File: src/rtl/ctrl_pkg.sv
// Shared definitions for the VLIW bundle controller: slot encodings,
// ALU and PC-select codes, FSM states and the per-slot decode record.
package ctrl_pkg;

   localparam logic [4:0] OP_NOP   = 5'b00000;
   localparam logic [4:0] OP_ALU_R = 5'b01000;
   localparam logic [4:0] OP_ALU_I = 5'b00101;
   localparam logic [4:0] OP_LOAD  = 5'b01010;
   localparam logic [4:0] OP_STORE = 5'b01011;
   localparam logic [4:0] OP_JUMP  = 5'b11110;
   localparam logic [4:0] OP_BRN   = 5'b11011;

   localparam logic [2:0] SUB_ADD = 3'b100;
   localparam logic [2:0] SUB_SHF = 3'b011;
   localparam logic [2:0] SUB_LOG = 3'b010;

   localparam logic [1:0] ALU_ADD = 2'b00;
   localparam logic [1:0] ALU_IMM = 2'b01;
   localparam logic [1:0] ALU_LOG = 2'b10;
   localparam logic [1:0] ALU_SHF = 2'b11;

   localparam logic [1:0] PC_SEQ = 2'b00;
   localparam logic [1:0] PC_BR  = 2'b01;
   localparam logic [1:0] PC_JMP = 2'b10;

   typedef enum logic [1:0] {
      ST_RUN,
      ST_MEM_WAIT,
      ST_LOAD_WB,
      ST_REDIRECT
   } state_t;

   typedef struct packed {
      logic       reg_write;
      logic       z_write;
      logic       n_write;
      logic       c_write;
      logic       v_write;
      logic [1:0] alu_op;
      logic       src_a;
      logic       src_b;
      logic       is_mem;
      logic       is_load;
      logic       is_ctrl;
      logic       is_jump;
      logic       bad;
   } slot_ctrl_t;

endpackage

File: src/rtl/vliw_bundle_ctrl_if.sv
// Bundle/control bus between fetch + datapath (master) and the controller (slave).
interface vliw_bundle_ctrl_if #(
   parameter int SLOTS = 2,
   parameter int MSW   = (SLOTS > 1) ? $clog2(SLOTS) : 1
);
   logic [16*SLOTS-1:0] ir;
   logic                ir_valid;
   logic                n_flag;
   logic                mem_ready;
   logic [SLOTS-1:0]    reg_write;
   logic [SLOTS-1:0]    z_write;
   logic [SLOTS-1:0]    n_write;
   logic [SLOTS-1:0]    c_write;
   logic [SLOTS-1:0]    v_write;
   logic [2*SLOTS-1:0]  alu_op;
   logic [SLOTS-1:0]    alu_src_a;
   logic [SLOTS-1:0]    alu_src_b;
   logic                mem_read;
   logic                mem_write;
   logic [MSW-1:0]      mem_slot;
   logic                branch;
   logic [1:0]          pc_src;
   logic                stall;
   logic                illegal;

   modport master (
      output ir, ir_valid, n_flag, mem_ready,
      input  reg_write, z_write, n_write, c_write, v_write, alu_op,
             alu_src_a, alu_src_b, mem_read, mem_write, mem_slot,
             branch, pc_src, stall, illegal
   );

   modport slave (
      input  ir, ir_valid, n_flag, mem_ready,
      output reg_write, z_write, n_write, c_write, v_write, alu_op,
             alu_src_a, alu_src_b, mem_read, mem_write, mem_slot,
             branch, pc_src, stall, illegal
   );
endinterface

File: src/rtl/vliw_slot_dec.sv
// Combinational decode of one 16-bit issue slot into its control record.
module vliw_slot_dec
   import ctrl_pkg::*;
#(
   parameter int SW = 16
) (
   input  logic [SW-1:0] slot,
   output slot_ctrl_t    ctrl
);
   logic [4:0] opcode;
   logic [2:0] subop;
   logic       unused_hi;

   assign opcode    = slot[4:0];
   assign subop     = slot[7:5];
   assign unused_hi = ^slot[SW-1:8];

   // Opcode/subop decode; anything unrecognised raises bad
   always_comb begin
      ctrl = '0;
      case (opcode)
         OP_NOP: begin
         end
         OP_ALU_R: begin
            ctrl.reg_write = 1'b1;
            ctrl.z_write   = 1'b1;
            ctrl.n_write   = 1'b1;
            ctrl.src_a     = 1'b1;
            case (subop)
               SUB_ADD: begin
                  ctrl.alu_op  = ALU_ADD;
                  ctrl.c_write = 1'b1;
                  ctrl.v_write = 1'b1;
               end
               SUB_SHF: begin
                  ctrl.alu_op  = ALU_SHF;
                  ctrl.c_write = 1'b1;
               end
               SUB_LOG: ctrl.alu_op = ALU_LOG;
               default: ctrl.bad = 1'b1;
            endcase
         end
         OP_ALU_I: begin
            ctrl.reg_write = 1'b1;
            ctrl.z_write   = 1'b1;
            ctrl.n_write   = 1'b1;
            ctrl.c_write   = 1'b1;
            ctrl.v_write   = 1'b1;
            ctrl.alu_op    = ALU_IMM;
            ctrl.src_b     = 1'b1;
         end
         OP_LOAD: begin
            ctrl.is_mem  = 1'b1;
            ctrl.is_load = 1'b1;
         end
         OP_STORE: ctrl.is_mem = 1'b1;
         OP_JUMP: begin
            ctrl.is_ctrl = 1'b1;
            ctrl.is_jump = 1'b1;
         end
         OP_BRN:  ctrl.is_ctrl = 1'b1;
         default: ctrl.bad = 1'b1;
      endcase
   end
endmodule

File: src/rtl/vliw_bundle_ctrl.sv
// Registered VLIW bundle controller: per-slot decode, bundle conflict check,
// memory stall / load writeback / redirect-squash sequencing.
module vliw_bundle_ctrl
   import ctrl_pkg::*;
#(
   parameter int SLOTS = 2,
   parameter int SW    = 16,
   parameter int MSW   = (SLOTS > 1) ? $clog2(SLOTS) : 1
) (
   input  logic              clk,
   input  logic              reset,
   vliw_bundle_ctrl_if.slave bus
);
   slot_ctrl_t dec_p0 [SLOTS];

   for (genvar k = 0; k < SLOTS; k++) begin : g_slot
      vliw_slot_dec #(.SW(SW)) u_dec (
         .slot (bus.ir[SW*k +: SW]),
         .ctrl (dec_p0[k])
      );
   end

   logic           seen_mem, multi_mem, seen_ctrl, multi_ctrl;
   logic           any_bad, any_jump, mem_load, bundle_bad;
   logic [MSW-1:0] mem_idx;

   // Bundle-level classification and structural conflict check
   always_comb begin
      seen_mem   = 1'b0;
      multi_mem  = 1'b0;
      seen_ctrl  = 1'b0;
      multi_ctrl = 1'b0;
      any_bad    = 1'b0;
      any_jump   = 1'b0;
      mem_load   = 1'b0;
      mem_idx    = '0;
      for (int k = 0; k < SLOTS; k++) begin
         multi_mem  = multi_mem | (seen_mem & dec_p0[k].is_mem);
         seen_mem   = seen_mem | dec_p0[k].is_mem;
         multi_ctrl = multi_ctrl | (seen_ctrl & dec_p0[k].is_ctrl);
         seen_ctrl  = seen_ctrl | dec_p0[k].is_ctrl;
         any_bad    = any_bad | dec_p0[k].bad;
         any_jump   = any_jump | dec_p0[k].is_jump;
         if (dec_p0[k].is_mem) begin
            mem_idx  = MSW'(k);
            mem_load = dec_p0[k].is_load;
         end
      end
      bundle_bad = any_bad | multi_mem | multi_ctrl | (seen_mem & seen_ctrl);
   end

   state_t             state, state_nxt;
   logic [SLOTS-1:0]   reg_write_p0, z_write_p0, n_write_p0, c_write_p0, v_write_p0;
   logic [SLOTS-1:0]   src_a_p0, src_b_p0;
   logic [2*SLOTS-1:0] alu_op_p0;
   logic               mem_read_p0, mem_write_p0, branch_p0, illegal_p0;
   logic [MSW-1:0]     mem_slot_p0;
   logic [1:0]         pc_src_p0;

   // Next state and the control values to register for the next cycle
   always_comb begin
      state_nxt    = state;
      reg_write_p0 = '0;
      z_write_p0   = '0;
      n_write_p0   = '0;
      c_write_p0   = '0;
      v_write_p0   = '0;
      src_a_p0     = '0;
      src_b_p0     = '0;
      alu_op_p0    = '0;
      mem_read_p0  = 1'b0;
      mem_write_p0 = 1'b0;
      mem_slot_p0  = '0;
      branch_p0    = 1'b0;
      pc_src_p0    = PC_SEQ;
      illegal_p0   = 1'b0;
      case (state)
         ST_RUN: begin
            if (bus.ir_valid) begin
               if (bundle_bad) begin
                  illegal_p0 = 1'b1;
               end else begin
                  for (int k = 0; k < SLOTS; k++) begin
                     reg_write_p0[k]      = dec_p0[k].reg_write;
                     z_write_p0[k]        = dec_p0[k].z_write;
                     n_write_p0[k]        = dec_p0[k].n_write;
                     c_write_p0[k]        = dec_p0[k].c_write;
                     v_write_p0[k]        = dec_p0[k].v_write;
                     src_a_p0[k]          = dec_p0[k].src_a;
                     src_b_p0[k]          = dec_p0[k].src_b;
                     alu_op_p0[2*k +: 2]  = dec_p0[k].alu_op;
                  end
                  if (seen_mem) begin
                     mem_read_p0  = mem_load;
                     mem_write_p0 = ~mem_load;
                     mem_slot_p0  = mem_idx;
                     state_nxt    = ST_MEM_WAIT;
                  end
                  if (any_jump) begin
                     pc_src_p0 = PC_JMP;
                     state_nxt = ST_REDIRECT;
                  end else if (seen_ctrl) begin
                     branch_p0 = 1'b1;
                     if (bus.n_flag) begin
                        pc_src_p0 = PC_BR;
                        state_nxt = ST_REDIRECT;
                     end
                  end
               end
            end
         end
         ST_MEM_WAIT: begin
            if (bus.mem_ready) begin
               // Access completes: loads get one writeback cycle on their slot
               if (bus.mem_read) begin
                  state_nxt = ST_LOAD_WB;
                  for (int k = 0; k < SLOTS; k++) begin
                     if (MSW'(k) == bus.mem_slot) begin
                        reg_write_p0[k] = 1'b1;
                        z_write_p0[k]   = 1'b1;
                        n_write_p0[k]   = 1'b1;
                     end
                  end
               end else begin
                  state_nxt = ST_RUN;
               end
            end else begin
               mem_read_p0  = bus.mem_read;
               mem_write_p0 = bus.mem_write;
               mem_slot_p0  = bus.mem_slot;
            end
         end
         ST_LOAD_WB:  state_nxt = ST_RUN;
         ST_REDIRECT: state_nxt = ST_RUN;
         default:     state_nxt = ST_RUN;
      endcase
   end

   // FSM state register
   always_ff @(posedge clk) begin
      if (!reset) state <= ST_RUN;
      else        state <= state_nxt;
   end

   // Registered control outputs
   always_ff @(posedge clk) begin
      if (!reset) begin
         bus.reg_write <= '0;
         bus.z_write   <= '0;
         bus.n_write   <= '0;
         bus.c_write   <= '0;
         bus.v_write   <= '0;
         bus.alu_op    <= '0;
         bus.alu_src_a <= '0;
         bus.alu_src_b <= '0;
         bus.mem_read  <= 1'b0;
         bus.mem_write <= 1'b0;
         bus.mem_slot  <= '0;
         bus.branch    <= 1'b0;
         bus.pc_src    <= PC_SEQ;
         bus.illegal   <= 1'b0;
      end else begin
         bus.reg_write <= reg_write_p0;
         bus.z_write   <= z_write_p0;
         bus.n_write   <= n_write_p0;
         bus.c_write   <= c_write_p0;
         bus.v_write   <= v_write_p0;
         bus.alu_op    <= alu_op_p0;
         bus.alu_src_a <= src_a_p0;
         bus.alu_src_b <= src_b_p0;
         bus.mem_read  <= mem_read_p0;
         bus.mem_write <= mem_write_p0;
         bus.mem_slot  <= mem_slot_p0;
         bus.branch    <= branch_p0;
         bus.pc_src    <= pc_src_p0;
         bus.illegal   <= illegal_p0;
      end
   end

   // Fetch holds the bundle while a memory access or its writeback is in flight
   assign bus.stall = (state == ST_MEM_WAIT) || (state == ST_LOAD_WB);

endmodule

File: src/flat_wrapper.sv
// flat-port wrapper written by rule: the top's interface ports become plain ports
module vliw_bundle_ctrl_flat import ctrl_pkg::*;
#(
   parameter int SLOTS = 2,
   parameter int SW    = 16,
   parameter int MSW   = (SLOTS > 1) ? $clog2(SLOTS) : 1
)
  (clk, reset, bus_ir, bus_ir_valid, bus_n_flag, bus_mem_ready, bus_reg_write, bus_z_write, bus_n_write, bus_c_write, bus_v_write, bus_alu_op, bus_alu_src_a, bus_alu_src_b, bus_mem_read, bus_mem_write, bus_mem_slot, bus_branch, bus_pc_src, bus_stall, bus_illegal);
  vliw_bundle_ctrl_if #(.SLOTS(SLOTS), .MSW(MSW)) bus_i ();
  input  logic clk;
  input  logic reset;
  input wire logic [$bits(bus_i.ir)-1:0] bus_ir;
  input wire logic [$bits(bus_i.ir_valid)-1:0] bus_ir_valid;
  input wire logic [$bits(bus_i.n_flag)-1:0] bus_n_flag;
  input wire logic [$bits(bus_i.mem_ready)-1:0] bus_mem_ready;
  output wire logic [$bits(bus_i.reg_write)-1:0] bus_reg_write;
  output wire logic [$bits(bus_i.z_write)-1:0] bus_z_write;
  output wire logic [$bits(bus_i.n_write)-1:0] bus_n_write;
  output wire logic [$bits(bus_i.c_write)-1:0] bus_c_write;
  output wire logic [$bits(bus_i.v_write)-1:0] bus_v_write;
  output wire logic [$bits(bus_i.alu_op)-1:0] bus_alu_op;
  output wire logic [$bits(bus_i.alu_src_a)-1:0] bus_alu_src_a;
  output wire logic [$bits(bus_i.alu_src_b)-1:0] bus_alu_src_b;
  output wire logic [$bits(bus_i.mem_read)-1:0] bus_mem_read;
  output wire logic [$bits(bus_i.mem_write)-1:0] bus_mem_write;
  output wire logic [$bits(bus_i.mem_slot)-1:0] bus_mem_slot;
  output wire logic [$bits(bus_i.branch)-1:0] bus_branch;
  output wire logic [$bits(bus_i.pc_src)-1:0] bus_pc_src;
  output wire logic [$bits(bus_i.stall)-1:0] bus_stall;
  output wire logic [$bits(bus_i.illegal)-1:0] bus_illegal;
  assign bus_i.ir = bus_ir;
  assign bus_i.ir_valid = bus_ir_valid;
  assign bus_i.n_flag = bus_n_flag;
  assign bus_i.mem_ready = bus_mem_ready;
  assign bus_reg_write = bus_i.reg_write;
  assign bus_z_write = bus_i.z_write;
  assign bus_n_write = bus_i.n_write;
  assign bus_c_write = bus_i.c_write;
  assign bus_v_write = bus_i.v_write;
  assign bus_alu_op = bus_i.alu_op;
  assign bus_alu_src_a = bus_i.alu_src_a;
  assign bus_alu_src_b = bus_i.alu_src_b;
  assign bus_mem_read = bus_i.mem_read;
  assign bus_mem_write = bus_i.mem_write;
  assign bus_mem_slot = bus_i.mem_slot;
  assign bus_branch = bus_i.branch;
  assign bus_pc_src = bus_i.pc_src;
  assign bus_stall = bus_i.stall;
  assign bus_illegal = bus_i.illegal;
  vliw_bundle_ctrl #(.SLOTS(SLOTS), .SW(SW), .MSW(MSW)) u_core (.clk(clk), .reset(reset), .bus(bus_i));
endmodule
File: config.mk
export PLATFORM = sky130hd
export DESIGN_NAME = vliw_bundle_ctrl_flat
export DESIGN_NICKNAME = d
export VERILOG_FILES = /design/src/rtl/ctrl_pkg.sv /design/src/rtl/vliw_bundle_ctrl_if.sv /design/src/rtl/vliw_slot_dec.sv /design/src/rtl/vliw_bundle_ctrl.sv /design/src/flat_wrapper.sv
export SDC_FILE = /design/constraint.sdc
export NUM_CORES = 1
export LEC_CHECK = 0
export ABC_CLOCK_PERIOD_IN_PS = 3400
export BUFFER_PORTS_ARGS = -buffer_cell sky130_fd_sc_hd__buf_2
export CORE_MARGIN = 4
export CORE_UTILIZATION = 48
export DETAILED_ROUTE_END_ITERATION = 10
export MAX_ROUTING_LAYER = met4
export PLACE_DENSITY_LB_ADDON = 0.15
export RECOVER_POWER = 25
export SYNTH_ARGS = -nofsm -noshare
export SYNTH_HDL_FRONTEND = slang
export SYNTH_SLANG_ARGS = --single-unit
File: constraint.sdc
create_clock -name clk -period 3.4 [get_ports clk]
set_clock_uncertainty 0.1 [all_clocks]
set_input_delay 0.51 -clock clk [delete_from_list [all_inputs] [get_ports clk]]
set_output_delay 0.51 -clock clk [all_outputs]
set_load 0.05 [all_outputs]
# Yosys cells after proc, flatten, opt, wreduce, memory -nomap -nowiden
# Index checks and enable logic that the tools add are counted.
dict set report word_totals {
  regBits 27
  latch_bits 0
  mem_bits_rw 0
  rom_bits 0
  input_bits 37
  out_inout_bits 26
  elab_cells 142
  memories 0
}
dict set report op_classes {
  n_addsub 0
  mul 0
  div_mod_pow 0
  magnitude_cmp 0
  eq_ne 24
  shifts 0
  mux 67
  bitwise_logic 15
  reduce_logical 20
}
# cell n
set ops {}
lappend ops {{two-way mux 1 bit} 36}
lappend ops {{two-way mux 2 bit} 18}
lappend ops {{== test 5 x 4 -> 1 bit, second input constant} 6}
lappend ops {{one-hot mux 7 bit (2 select lines)} 2}
lappend ops {{== test 5 bit, second input constant} 4}
lappend ops {{one-hot mux 2 bit (2 select lines)} 5}
lappend ops {{OR reduction 6 bit} 3}
lappend ops {{OR reduction 2 bit} 7}
lappend ops {{== test 3 x 2 -> 1 bit, second input constant} 4}
lappend ops {{== test 5 x 3 -> 1 bit, second input constant} 2}
lappend ops {{zero test 5 bit} 2}
lappend ops {{one-hot mux 1 bit (2 select lines)} 5}
lappend ops {{OR 1 bit} 7}
lappend ops {{== test 3 bit, second input constant} 2}
lappend ops {{inequality test 2 bit, second input constant} 3}
lappend ops {{one-hot mux 2 bit (3 select lines)} 1}
lappend ops {{AND reduction 3 bit} 2}
lappend ops {{OR reduction 3 bit} 2}
lappend ops {{inverter 1 bit} 5}
lappend ops {{OR reduction 5 bit} 1}
lappend ops {{== test 2 bit, second input constant} 2}
lappend ops {{OR reduction 4 bit} 1}
lappend ops {{AND 1 bit} 3}
lappend ops {{== test 2 x 1 -> 1 bit, second input constant} 1}
lappend ops {{2 further kinds} 2}

# Depth between registers and ports, before layout
# Gate-level depths: netlist (run 1).
dict set report depth {
  word_depth 11
  mapped_depth 8
  ltp_nobuf 6
}

# Modules after synthesis
# From an unflattened synthesis (run 1), not the netlist that was laid out.
dict set report unflattened {
  cells_unflattened 166
  area_unflattened_um2 1458.9
}
# mod n_inst cells_per_inst area_each_um2 seq_area_each_um2
set modules_own_cells {}
lappend modules_own_cells {vliw_bundle_ctrl 1 102 998.5 540.5}
lappend modules_own_cells {vliw_slot_dec 2 32 230.2 0.0}

# Least setup slack after synthesis (run 1)
# No wires, ideal clock.
dict set report synth_path {
  path_kind {input-to-reg}
  startpoint {input port bus_ir[2]}
  endpoint {register u_core.bus.alu_op[0]}
  setup_time_ps 70
  arrival_time_ps 2015
  required_time_ps 3230
  slack_ps 1215
  cell_stages 8
  n_path_buf 2
  cell_sequence {buf_4 and4bb_2 or2_0 a32o_1 nor4_4 nand4_4 buf_6 a21oi_1}
}
dict set report synth_between {
  elab_chain_len 8
  elab_cells_between_ends 24
  classes_between {eq/ne: 6; mux: 4; bitwise: 9; reduce/logical: 5}
}
# item line
set synth_rtl {}
lappend synth_rtl {{start: declaration} flat_wrapper.sv:12} ;# input wire logic [$bits(bus_i.ir)-1:0] bus_ir;
lappend synth_rtl {{== test 5 bit, or another cell as far along} vliw_slot_dec.sv:21} ;# case (opcode)
lappend synth_rtl {{OR reduction 6 bit (no line) or OR reduction 2 bit (tied branches)} n/a}
lappend synth_rtl {{one-hot mux 1 bit (2 select lines) or two-way mux 1 bit (tied branches)} vliw_slot_dec.sv:21}
lappend synth_rtl {{OR 1 bit or AND 1 bit (tied branches)} {vliw_bundle_ctrl.sv:42, vliw_bundle_ctrl.sv:38}}
lappend synth_rtl {{OR 1 bit (3 in a row)} vliw_bundle_ctrl.sv:49} ;# bundle_bad = any_bad | multi_mem | multi_ctrl | (seen_mem & seen_ctrl);
lappend synth_rtl {{OR reduction 4 bit (no line)} n/a}
lappend synth_rtl {{end signal: assignment} vliw_bundle_ctrl.sv:168} ;# bus.alu_op <= alu_op_p0;
lappend synth_rtl {{end: declaration} vliw_bundle_ctrl_if.sv:35} ;# output reg_write, z_write, n_write, c_write, v_write, alu_op,
# Several ways; a longest one is shown, not always the timed one.
# A chain may end at the register's enable or synchronous reset.

# Final worst setup path (run 1)
dict set report layout_path {
  startpoint {input port bus_ir[2]}
  endpoint {register u_core.bus.alu_op[1]}
}
# The elaborated chain is that of the path after synthesis.

==> results.yml, run 1 <==
global_route:
  grt_max_degree: 18
  grt_overflow_total: 0
  track_usage_pct: 16.18
  grt_pass1_vias: 968
  antenna_found_initial: 0
  grt_pass1_wl_um: 4284
worst_hold_path:
  worstHoldPathCells: 2
  hold_start: "bus_ir[7]"
  hold_path.class: "input port to register"
  holdPathEnd: "u_core.bus.alu_op[1]$_SDFF_PP0_"
detailed_routing:
  drc_errors: 0
  drt-pass1-iter-count: 4
  vias: 1188
  wl_um: 2767
  ant_nets: 0
  detail_route.iter0.violations: 25
  wl_per_cell_um: 12.63
  via_per_inst: 5.425
sta:
  rsz0062_at_grt: "no"
  fin_tns_setup_ns: 0
  slew_viol_final: 0
  maxSlewHeadroom_pct: 56.51
  worst_slew_pin_slew_ns: 0.6469
  layout_min_cycle_time_ns: 2.171
  fmax_ghz: 0.4607
  hold_viol_final: 0
  period_share_pct: 63.84
  setup_viol: 0
flow_run:
  cap_violations: 0
layout:
  fillCellCount: 263
  area_growth_pct: 15.76
  design_area_um2: 1461
  antenna_cells: 0
  nNetsFinal: 229
  layout-drive-gt1-share_pct: 25.40
  final_util_pct: 58.46
synth:
  synth_top_area_cell: "dfxtp_1"
  syn_inst: 150
  synth_most_common_cell: "dfxtp_1"
  ys_top_cells_by_area: "dfxtp_1 (36%), nor2_1 (6.2%), nand3_1 (4.8%), a21oi_1 (3.6%), buf_4 (3.6%)"
  yosysTopAreaCellShare_pct: 36.47
  yosys_warnings: 0
  async_flop_share_pct: 0
  synth-seq-area-share_pct: 36.47
  ys_types: 43
  postSynthAreaPerCell_um2: 8.416
  syn_nets: 189
  ys_top_cells_by_count: "dfxtp_1 (23), nor2_1 (21), nand3_1 (12)"
  synth_edf_count: 0
  ys.flop_type: "dfxtp_1"
  synth_area_um2: 1262
  synth_seq_cells: 23
die:
  die_h_um: 59.29
  die_x_um: 59.29
  start_util_pct: 50.50
  num_rows: 18
  dieArea_um2: 3515
  io_pins: 63
  core_area_um2: 2500
clocking:
  cts_resized: 0
  cts_buffers: 3
  cts.sinks: 23
  cts_tree: "built"
  clk_path_buf_depth: 2
  cts_setup_buffers: 0
  ctsRootBufferMaster: "clkbuf_4"
  insertion_delay_ns: 0.31
  holdBufCountCts: 0
  htree_levels: 1
  cts.clk_slew.worst_paths_ns: 0.11
critical_path:
  reg2regPathDepth: 6
  r2r_start: "u_core.state[1]$_SDFFE_PN0P_"
  path_max_fanout: 17
  startpoint_type: "input port"
  critPathKind: "input port to register"
  cp-end-kind: "register"
  crit_arrival_ns: 2.27
  r2r_end: "u_core.state[0]$_SDFFE_PN0P_"
  reg2reg_slack_ns: 1.83
  required_ns: 3.50
place:
  dp_hpwl_um: 2156
  finalWeightedCongestion: 0.8771
  dpl-instance-area_um2: 1449
  port_buffers: 46
power:
  leakagePower_nw: 0.5769
  p_per_area_nw_per_um2: 319.9
  ir_drop_mv: 0.2024
status:
  status: "complete, no violations"
==> per-stage QoR <==
| stage | hold WS [ns] | power, mW | setup WS [ns] | instances |
|---|---|---|---|---|
| after floorplan | 0.3480 | 0.3284 | 1.215 | 150 |
| after global placement | 0.3556 | 0.3483 | 0.9290 | 215 |
| after detailed placement | 0.3691 | 0.3498 | 0.8939 | 215 |
| after CTS | 0.2888 | 0.4699 | 1.210 | 219 |
| after global routing | 0.2832 | 0.4893 | 1.082 | 219 |
| final | 0.2922 | 0.4675 | 1.229 | 219 |
==> cells by family (layout without fill, tap and decap cells) <==
logic type / after synthesis / after routing / synth area share (%)
AOI/OAI and AO/OA: 30 / 30 / 15.86
xor gates and xnor gates: 2 / 2 / 1.388
adders and majority gates: 2 / 2 / 1.982
buffers and inverters: 20 / 59 / 9.116
DFF: 23 / 23 / 36.47
muxes: 1 / 1 / 0.7929
and+or+nand+nor: 72 / 72 / 34.39
==> how the worst max path moves through the flow <==
stage / cells past startpoint / slack, ns / to / startpoint
after floorplan: 8 / 1.22 / u_core.bus.alu_op[0]$_SDFF_PP0_ / bus_ir[2]
after global placement: 7 / 0.93 / u_core.bus.alu_src_b[1]$_SDFF_PP0_ / bus_ir[22]
after detailed placement: 7 / 0.89 / u_core.bus.alu_op[1]$_SDFF_PP0_ / bus_ir[2]
after CTS: 7 / 1.21 / u_core.bus.alu_op[1]$_SDFF_PP0_ / bus_ir[2]
after global routing: 7 / 1.08 / u_core.bus.alu_op[1]$_SDFF_PP0_ / bus_ir[2]
final: 7 / 1.23 / u_core.bus.alu_op[1]$_SDFF_PP0_ / bus_ir[2]
==> registers in the layout, indices dropped and copies added (netlist names) <==
| name | count |
|---|---|
| u_core.bus.alu_src_a | 2 |
| u_core.bus.mem_write | 1 |
| u_core.bus.mem_read | 1 |
| u_core.bus.z_write | 2 |
| u_core.bus.illegal | 1 |
| u_core.bus.mem_slot | 1 |
| u_core.bus.alu_src_b | 2 |
| u_core.state | 2 |
| u_core.bus.alu_op | 4 |
| u_core.bus.c_write | 2 |
| u_core.bus.v_write | 2 |
| u_core.bus.branch | 1 |
| u_core.bus.pc_src | 2 |
==> cells in the final DEF, fill, tap and decap left out, types with 2 or more instances in the layout <==
cell type   n
a32oi_1     2
and2b_2     2
nand2_1     8
inv_1       9
nand2b_1    4
o22ai_1     6
nor3b_1     3
clkbuf_1   12
nor2b_1     3
a21o_1      2
nand3_1    12
xnor2_1     2
nand3b_1    4
a31oi_1     2
dfxtp_1    23
o21ai_0     3
buf_2      34
a21oi_1     9
nor4_1      2
nor2_1     21
nor3_1      2
ha_1        2
clkbuf_4    3
==> final cells by class <==
class | count | area, µm² | area share (%)
clock inverter | 1 | 5.005 | 0.3425
multi-input combinational | 107 | 686.9 | 47.00
inverter | 9 | 33.78 | 2.312
timing repair buffer | 46 | 215.2 | 14.73
tap | 30 | 37.54 | 2.568
sequential | 23 | 460.4 | 31.51
clock buffer | 3 | 22.52 | 1.541
==> where the power goes <==
part | switching (mW) | internal [mW] | total [mW]
Sequential | 0.000443 | 0.271 | 0.271
Clock | 0.0791 | 0.0439 | 0.123
Combinational | 0.0447 | 0.0287 | 0.0734
Total | 0.124 | 0.343 | 0.468
==> routing by layer <==
metal / wire (µm) / track usage, % / up-vias
met5: 0 / - / -
met1: 1289 / 21.66 / 533
met3: 206 / 3.268 / 7
met4: 46 / 5.502 / 0
li1: - / - / 612
met2: 1226 / 24.18 / 36
==> critical path: stages <==
cell and delay (ns):
buf_2 0.15, and4bb_2 0.29, or2_0 0.22, a32o_1 0.24
nor4_4 0.31, nand4_4 0.28, nor4_1 0.27
Note: power is estimated with default switching activity, not from simulation.
==> inputs of run 2 (changes only) <==
--- a/config.mk
+++ b/config.mk
@@ -5,10 +5,11 @@
 export SDC_FILE = /design/constraint.sdc
 export NUM_CORES = 1
 export LEC_CHECK = 0
-export ABC_CLOCK_PERIOD_IN_PS = 3400
+export ABC_AREA = 1
+export ABC_CLOCK_PERIOD_IN_PS = 2250
 export BUFFER_PORTS_ARGS = -buffer_cell sky130_fd_sc_hd__buf_2
 export CORE_MARGIN = 4
-export CORE_UTILIZATION = 48
+export CORE_UTILIZATION = 45
 export DETAILED_ROUTE_END_ITERATION = 10
 export MAX_ROUTING_LAYER = met4
 export PLACE_DENSITY_LB_ADDON = 0.15
==> constraint.sdc (replaced) <==
create_clock -name clk -period 2.25 [get_ports clk]
set_clock_uncertainty 0.1 [all_clocks]
set_input_delay 0.3375 -clock clk [delete_from_list [all_inputs] [get_ports clk]]
set_output_delay 0.3375 -clock clk [all_outputs]
set_load 0.05 [all_outputs]
==> results.yml, run 2 <==
status:
  status: "complete, no violations"
power:
  p_per_area_nw_per_um2: 473.7
  ir_drop_mv: 0.3460
  leakagePower_nw: 0.8292
clocking:
  clk_path_buf_depth: 2
  cts_tree: "built"
  cts_setup_buffers: 0
  ctsRootBufferMaster: "clkbuf_4"
  holdBufCountCts: 0
  cts.sinks: 23
  cts.clk_slew.worst_paths_ns: 0.13
  htree_levels: 1
  cts_buffers: 3
  insertion_delay_ns: 0.31
  cts_resized: 0
synth:
  synth-seq-area-share_pct: 35.80
  syn_inst: 182
  synth_edf_count: 0
  yosysTopAreaCellShare_pct: 35.80
  synth_top_area_cell: "dfxtp_1"
  ys_top_cells_by_area: "dfxtp_1 (36%), nand2_1 (10%), inv_1 (7.0%), nor2_1 (6.7%), nand3_1 (6.6%)"
  synth_most_common_cell: "nand2_1"
  ys_types: 23
  ys.flop_type: "dfxtp_1"
  ys_top_cells_by_count: "nand2_1 (35), inv_1 (24), dfxtp_1 (23), nor2_1 (23), nand3_1 (17)"
  synth_area_um2: 1286
  synth_seq_cells: 23
  syn_nets: 221
  async_flop_share_pct: 0
  yosys_warnings: 0
  postSynthAreaPerCell_um2: 7.067
global_route:
  grt_overflow_total: 0
  track_usage_pct: 14.98
  grt_max_degree: 14
  antenna_found_initial: 0
  grt_pass1_wl_um: 4126
  grt_pass1_vias: 1048
detailed_routing:
  wl_per_cell_um: 10.15
  wl_um: 2618
  drt-pass1-iter-count: 4
  detail_route.iter0.violations: 26
  ant_nets: 0
  via_per_inst: 4.717
  vias: 1217
  drc_errors: 0
critical_path:
  cp-end-kind: "primary output"
  critPathMaxStageDelay_ns: 0.38
  path_delay_family: "flip-flops"
  path_buf_inv: 2
  required_ns: 1.81
  crit_arrival_ns: 1.30
  critPathKind: "register to primary output"
  startpoint_type: "register"
  cpMaxStageDelayCell: "dfxtp_1"
  path_max_fanout: 3
  crit_path_cell_trace: "inv_1, ha_1, buf_2"
sta:
  fin_tns_setup_ns: 0
  hold_viol_final: 0
  setup_viol: 0
  setup_slack_ns: 0.5144
  maxSlewHeadroom_pct: 60.23
  slew_viol_final: 0
  rsz0062_at_grt: "no"
  layout_min_cycle_time_ns: 1.736
  period_share_pct: 77.14
  fmax_ghz: 0.5762
  worst_slew_pin_slew_ns: 0.5991
place:
  pre_cts_ws_ns: 0.4188
  port_buffers: 46
  finalWeightedCongestion: 0.7915
  dp_hpwl_um: 2271
layout:
  layout-drive-gt1-share_pct: 30.84
  fillCellCount: 284
  area_growth_pct: 19.16
  nNetsFinal: 267
  max_flop_register: "u_core.bus.alu_op"
  final_common_cell: "nand2_1"
  largest_reg_flops: 4
  antenna_cells: 0
  mostFrequentLayoutCells: "nand2_1 (35), buf_2 (34), inv_1 (24)"
die:
  num_rows: 19
  die_h_um: 61.47
  die_x_um: 61.47
  core_area_um2: 2734
  io_pins: 63
  start_util_pct: 47.05
  dieArea_um2: 3778
flow_run:
  cap_violations: 0
worst_hold_path:
  hold_path.class: "input port to register"
[run 2: cell types whose count changed after synthesis, moves of 5 or more]
cell / before / now
nand2_1: 8 / 35
inv_1: 9 / 24
inv_2: 0 / 6
nand2_2: 0 / 6
nor2_2: 0 / 6
nor2_4: 0 / 6
nand3_1: 12 / 17
o22ai_1: 6 / 1
[run 2: path summary, 6_finish.rpt]
kind                                      from                                end  slack [ns]  cells past startpoint
max               u_core.state[0]$_SDFFE_PN0P_                          bus_stall        0.51                      3
min                                  bus_ir[5]    u_core.bus.alu_op[0]$_SDFF_PP0_        0.14                      3
max reg2reg       u_core.state[1]$_SDFFE_PN0P_   u_core.bus.c_write[0]$_SDFF_PP0_        0.53                      7
min reg2reg  u_core.bus.mem_write$_SDFFE_PN0P_  u_core.bus.mem_write$_SDFFE_PN0P_        0.37                      2
[run 2: worst register-to-register path, stage by stage, from the launching register on]
cell	delay (ns)
dfxtp_1	0.34
inv_1	0.09
ha_1	0.30
nand2_1	0.11
nor2_1	0.20
nand3_4	0.16
or2_4	0.28
nand3_1	0.09
[run 2: cell type report]
| cell class | instances | area [µm²] | area share [%] |
|---|---|---|---|
| Multi-Input combinational cell | 124 | 678.2 | 44.24 |
| Sequential cell | 23 | 460.4 | 30.04 |
| Timing Repair Buffer | 46 | 215.2 | 14.04 |
| Inverter | 30 | 112.6 | 7.347 |
| Tap cell | 31 | 38.79 | 2.531 |
| Clock buffer | 3 | 22.52 | 1.469 |
| Clock inverter | 1 | 5.005 | 0.3265 |
[run 2: per-stage QoR]
stage / area, µm² / util, % / hold slack (ns) / total power, mW / instances
final: 1533 / 56.06 / 0.1408 / 0.7261 / 258
after global routing: 1533 / 56.06 / 0.1439 / 0.7602 / 258
after CTS: 1548 / 56.61 / 0.1446 / 0.7302 / 258
after detailed placement: 1520 / 55.61 / 0.3566 / 0.5472 / 254
after global placement: 1520 / 55.61 / 0.3564 / 0.5419 / 254
after floorplan: 1286 / - / 0.3571 / 0.5058 / 182
[run 2: logic make-up after synthesis]
family	Yosys count	share of synthesized area [%]
flip-flops	23	35.80
buffers and inverters	35	11.48
adder cells (fa/ha/maj)	2	1.945
AND/OR/NAND/NOR	112	46.79
AO/OA/AOI/OAI	10	3.988
[run 2: report_power, final]
group | leakage [nW] | internal (mW) | switching (mW) | total [mW]
clock network | 0.0177 | 0.0664 | 0.122 | 0.189
logic | 0.626 | 0.0425 | 0.0837 | 0.126
registers | 0.185 | 0.410 | 0.00111 | 0.411
[run 2: per-layer routing]
metal,GRT usage (%),share of wire [%],vias to the layer above
met3,2.516,8.0,2
met4,5.455,0.65,0
li1,-,-,657
met1,16.88,41,529
met5,-,0,-
met2,26.44,50,29
